## config.mk

```make
export PLATFORM = sky130hd
export DESIGN_NAME = tx_iq_streamer
export DESIGN_NICKNAME = d
export VERILOG_FILES = /design/src/rtl/tx_iq_streamer.sv
export SDC_FILE = /design/constraint.sdc
export NUM_CORES = 1
export LEC_CHECK = 0
export BUFFER_PORTS_ARGS = -buffer_cell sky130_fd_sc_hd__buf_4
export CAP_MARGIN = 20
export CORE_ASPECT_RATIO = 1.4
export CORE_UTILIZATION = 42
export CTS_CLUSTER_DIAMETER = 50
export CTS_CLUSTER_SIZE = 16
export DETAILED_ROUTE_END_ITERATION = 6
export GPL_TIMING_DRIVEN = 0
export PLACE_DENSITY = 0.8
export SLEW_MARGIN = 20
export SYNTH_ARGS = -nofsm -noshare
export SYNTH_HDL_FRONTEND = slang
export SYNTH_SLANG_ARGS = --single-unit
```

## constraint.sdc

```tcl
create_clock -name clk -period 2 [get_ports clk]
set_clock_uncertainty 0.1 [all_clocks]
set_input_delay 0.4 -clock clk [delete_from_list [all_inputs] [get_ports clk]]
set_output_delay 0.4 -clock clk [all_outputs]
set_load 0.05 [all_outputs]
```

## src/rtl/tx_iq_streamer.sv

```systemverilog
// tx_iq_streamer: drains the TX IQ FIFO to the DAC, one sample per strobe, with prime, underrun and zero tail (option TX_IQ_STREAMER_HOLD_LAST_EN)
module tx_iq_streamer #(
    parameter int IQ_WIDTH   = 32,
    parameter int CNT_WIDTH  = 10,
    parameter int TAIL_WIDTH = 8
) (
    input  logic                  clk,
    input  logic                  rst,
    input  logic                  sample_strobe,
    input  logic                  phy_tx_started,
    input  logic                  phy_tx_done,
    input  logic [CNT_WIDTH-1:0]  start_threshold,
    input  logic [TAIL_WIDTH-1:0] tail_len,
    input  logic                  tx_iq_fifo_empty,
    input  logic [CNT_WIDTH-1:0]  tx_iq_fifo_data_count,
    input  logic [IQ_WIDTH-1:0]   tx_iq_fifo_dout,
    output logic                  tx_iq_fifo_rden,
    output logic [IQ_WIDTH-1:0]   dac_iq,
    output logic                  dac_iq_valid,
    output logic                  tx_stream_active,
    output logic                  pulse_underrun,
    output logic                  pulse_stream_end,
    output logic [15:0]           underrun_count
);
    typedef enum logic [1:0] {IDLE, PRIME, STREAM, TAIL} state_t;
    state_t state, state_n;
    logic [TAIL_WIDTH-1:0] tail_cnt, tail_n;
    logic [IQ_WIDTH-1:0] under_val;
    logic done_seen, done_now, pop, und, tail_out, end_n;
    always_comb begin
        state_n  = state;
        tail_n   = tail_cnt;
        pop      = 1'b0;
        und      = 1'b0;
        tail_out = 1'b0;
        end_n    = 1'b0;
        done_now = done_seen | phy_tx_done;
        case (state)
            IDLE:   state_n = phy_tx_started ? PRIME : IDLE;
            PRIME:  state_n = (!tx_iq_fifo_empty && (tx_iq_fifo_data_count >= start_threshold || done_now)) ? STREAM :
                              done_now ? IDLE : PRIME;
            STREAM: if (sample_strobe) begin
                pop = !tx_iq_fifo_empty;
                und = tx_iq_fifo_empty && !done_now;
                if (tx_iq_fifo_empty && done_now) begin
                    end_n   = tail_len == '0;
                    state_n = (tail_len == '0) ? IDLE : TAIL;
                    tail_n  = tail_len;
                end
            end
            default: if (sample_strobe) begin
                tail_out = 1'b1;
                tail_n   = tail_cnt - 1'b1;
                end_n    = tail_cnt == TAIL_WIDTH'(1);
                state_n  = (tail_cnt == TAIL_WIDTH'(1)) ? IDLE : TAIL;
            end
        endcase
    end
    assign tx_iq_fifo_rden  = pop & ~rst;
    assign tx_stream_active = state != IDLE;
`ifdef TX_IQ_STREAMER_HOLD_LAST_EN
    logic [IQ_WIDTH-1:0] last_q;
    always_ff @(posedge clk) begin
        if (rst || state_n == IDLE) last_q <= '0;
        else if (pop) last_q <= tx_iq_fifo_dout;
    end
    assign under_val = last_q;
`else
    assign under_val = '0;
`endif
    always_ff @(posedge clk) begin
        if (rst) begin
            state            <= IDLE;
            tail_cnt         <= '0;
            done_seen        <= 1'b0;
            dac_iq           <= '0;
            dac_iq_valid     <= 1'b0;
            pulse_underrun   <= 1'b0;
            pulse_stream_end <= 1'b0;
            underrun_count   <= '0;
        end else begin
            state            <= state_n;
            tail_cnt         <= tail_n;
            done_seen        <= (state_n == IDLE) ? 1'b0 : done_seen | (phy_tx_done & (state != IDLE));
            dac_iq           <= pop ? tx_iq_fifo_dout : und ? under_val : '0;
            dac_iq_valid     <= pop | und | tail_out;
            pulse_underrun   <= und;
            pulse_stream_end <= end_n;
            if (und && underrun_count != 16'hFFFF) underrun_count <= underrun_count + 16'd1;
        end
    end
endmodule

```

==> key figures <==
Status
  • Outcome: finished, final reports clean

Setup path
  • Reg2reg path depth: 5
  • Worst R2R Start: underrun_count[5]
  • Capture point of the worst reg-to-reg path: underrun_count[13]
  • Worst path max stage delay: 0.35 ns
  • CP max stage cell: dfxtp_2
  • Startpoint Class: register
  • Critical Path Fanout Max: 4
  • Kind of critical path: reg -> out
  • Critical path buffers and inverters: 2
  • Worst EP required: 1.50 ns
  • Cells along the critical path: nand2b_4 > nor4b_4 > clkbuf_8 > buf_8
  • Cell family with the largest share of critical-path delay: simple AND/OR/NAND/NOR gates
  • Flop-to-flop setup slack: 0.07 ns
  • Critical Path End Type: primary output
  • WP data arrival: 1.49 ns

Job
  • MaxCap Viol Count: 0

STA
  • Max-slew violation count: 0
  • Relative slew slack: 0.636
  • Final worst slack: 0.0138 ns
  • Fin crit share: 0.993
  • Final hold viol count: 0
  • Worst Hold Margin: 0.165 ns
  • Least-Margin Pin Slew: 0.543 ns
  • Minimum clock period: 1.99 ns
  • Maximum clock rate: 503 MHz
  • Setup-failing EPs final: 0
  • Unrepaired setup endpoints after global routing: true

Detailed routing
  • Max Used Layer: met4
  • Metal3 WL: 474 um
  • DRC Markers: 0
  • Drt first pass iters: 4
  • Routed length on met1: 2.44 mm
  • Initial drt markers: 120
  • DR WL/cell: 13.4 um
  • Vias per cell: 5.22
  • Post-Route WL: about 6.7 mm
  • ANT nets after route: 0
  • Vias: 2,609
  • Met2 Wirelength: around 3.6 mm

Die
  • Die Height: between 90 and 100 um
  • Die ar.: 6680 um2
  • Die width: between 60 and 70 um
  • Ports: between 100 and 150
  • Starting Density: 0.432
  • Row Count: 34
  • Core ar.: 6170 um2

Pwr
  • Worst vdd ir: 0.423 mV
  • Leak: 0.00180 uW
  • Tot Pwr: 2700 uW
  • Cell Pwr Density: 677 nW/um2

Logic synthesis
  • Post-synth EDFFs: 0
  • Syn nets: 372
  • Synth warnings: 0
  • Yosys cell types: 42
  • Yosys top cell by area: dfxtp_1
  • Top cell type's share of synthesized area: 0.465
  • Synth area leaders: dfxtp_1 (47%), and2_1 (8.0%), ha_1 (6.1%)
  • Mapped cell area: 2670 um2
  • Top-count cell post-synth: dfxtp_1
  • Synth Flop Type: dfxtp_1
  • Syn Area/Cell: roughly 9.1 um2
  • Asr flop ratio synth: 0
  • List of most frequent post-synthesis cells: dfxtp_1 (62), and2_1 (34), nor2_1 (30), a21oi_1 (17), nand2_1 (16)
  • Post-synthesis sequential area ratio: 0.465
  • Post-synthesis register bit count: 62
  • Cells after Synth: 293

Layout
  • Share of cells above drive strength 1: 0.386
  • Syn-to-layout area delta: 49.8%
  • Final Util: 0.648
  • FF/Latch Area: 1260 um2
  • Layout Cells excl Fill: 500
  • Layout fillers: roughly 520
  • Multi-input gate area: roughly 1400 um2
  • Ant. Diodes: 0
  • Nets: 503

Placement
  • Placed cells: 483
  • GPL Wtd Cong: 0.831
  • Post-DP HPWL: 5.03 mm
  • DP Worst Slack: -0.628 ns
  • Port Buffers: 118

Clock tree
  • TritonCTS clock tree: built
  • H-tree depth: 3
  • Inserted Clock Buffers: 9
  • Clock Latency Late Sink: 0.33 ns
  • Clk buf depth: 2
  • CTS sink count: 62
  • Hold_buf cts: 0
  • Root buf cell: clkbuf_8
  • Clk pin slew, worst setup/hold paths: 0.07 ns

Hold path
  • HP Class: in -> reg
  • WHS Endpoint: dac_iq[1]
  • Worst Hold Depth: 2
  • Hold Path Origin: tx_iq_fifo_dout[1]

Global routing
  • Largest net degree at the start of global routing: 11
  • Remaining Overflow, GRT: 0
  • Global-route wire length before repair: 10.8 mm
  • Gr usage total: 0.206
  • Vias in the first global route: approximately 2,600
  • Initial antenna violation count: 0
[cell families after synthesis]
family | after synthesis | synth area share
XOR/XNOR | 11 | 0.0361
multiplexers | 1 | 0.00375
adder cells (fa/ha/maj) | 13 | 0.0610
flip-flops | 62 | 0.465
buffers and inverters | 23 | 0.0324
AND/OR/NAND/NOR | 129 | 0.267
AO/OA/AOI/OAI | 54 | 0.134
[flip-flops by register name (all words and copies together), names as in the netlist]
register and flops:
pulse_stream_end 1, underrun_count 16, pulse_underrun 1, dac_iq 32, dac_iq_valid 1, state 2, tail_cnt 8, done_seen 1
[power by group]
part | internal, uW | leakage [uW] | total, uW | switching, uW
sequential | 1240 | 0.000505 | 1260 | 12.7
combinational | 157 | 0.00119 | 296 | 139
clock | 688 | 0.000106 | 1150 | 463
[worst max path at each step]
stage | from | end | slack (ns) | cells past startpoint
after floorplan | tx_iq_fifo_data_count[3] | done_seen | -0.02 | 7
after global placement | state[1] | tx_iq_fifo_rden | -0.65 | 5
after detailed placement | state[1] | tx_iq_fifo_rden | -0.63 | 5
after CTS | state[0] | tx_iq_fifo_rden | -0.02 | 4
after global routing | state[0] | tx_iq_fifo_rden | -0.04 | 4
final | state[0] | tx_iq_fifo_rden | 0.01 | 4
[cell usage in the layout (no fill, tap or decap), types with 10 or more instances in the layout]
cell type and count:
buf_4 120, dfxtp_1 52, and2_1 34, nor2_1 28, a21oi_1 17, nand2_1 16
o21ai_0 13, inv_1 11, clkbuf_8 10, ha_1 10
[area by class of cell]
type	count	area share
Tap cell	72	0.0225
Sequential cell	62	0.315
Inverter	13	0.0141
Clock inverter	5	0.0188
Multi-Input combinational cell	208	0.357
Buffer	9	0.0110
Timing Repair Buffer	121	0.229
Clock buffer	10	0.0319
[timing repair]
item                                    CTS  global route
endpoints found under the setup margin   37             9
buffers inserted                          3             0
pin swaps                                 2             2
hold endpoints to repair                  0             0
gates resized for setup                  10             5
[routing by layer]
metal / vias to the layer above / track usage
li1: 1283 / -
met1: 1197 / 0.191
met2: 108 / 0.388
met3: 21 / 0.0639
met4: 0 / 0.136
met5: - / 0
[per-stage QoR]
step / cell area [um2] / TNS, ns
floorplan: 2720 / -0.0344
global placement: 3700 / -10.07
detailed placement: 3700 / -9.53
CTS: 3970 / -0.0211
global route: 4000 / -0.0729
finish: 4000 / 0
(Power assumes the default switching activity.)
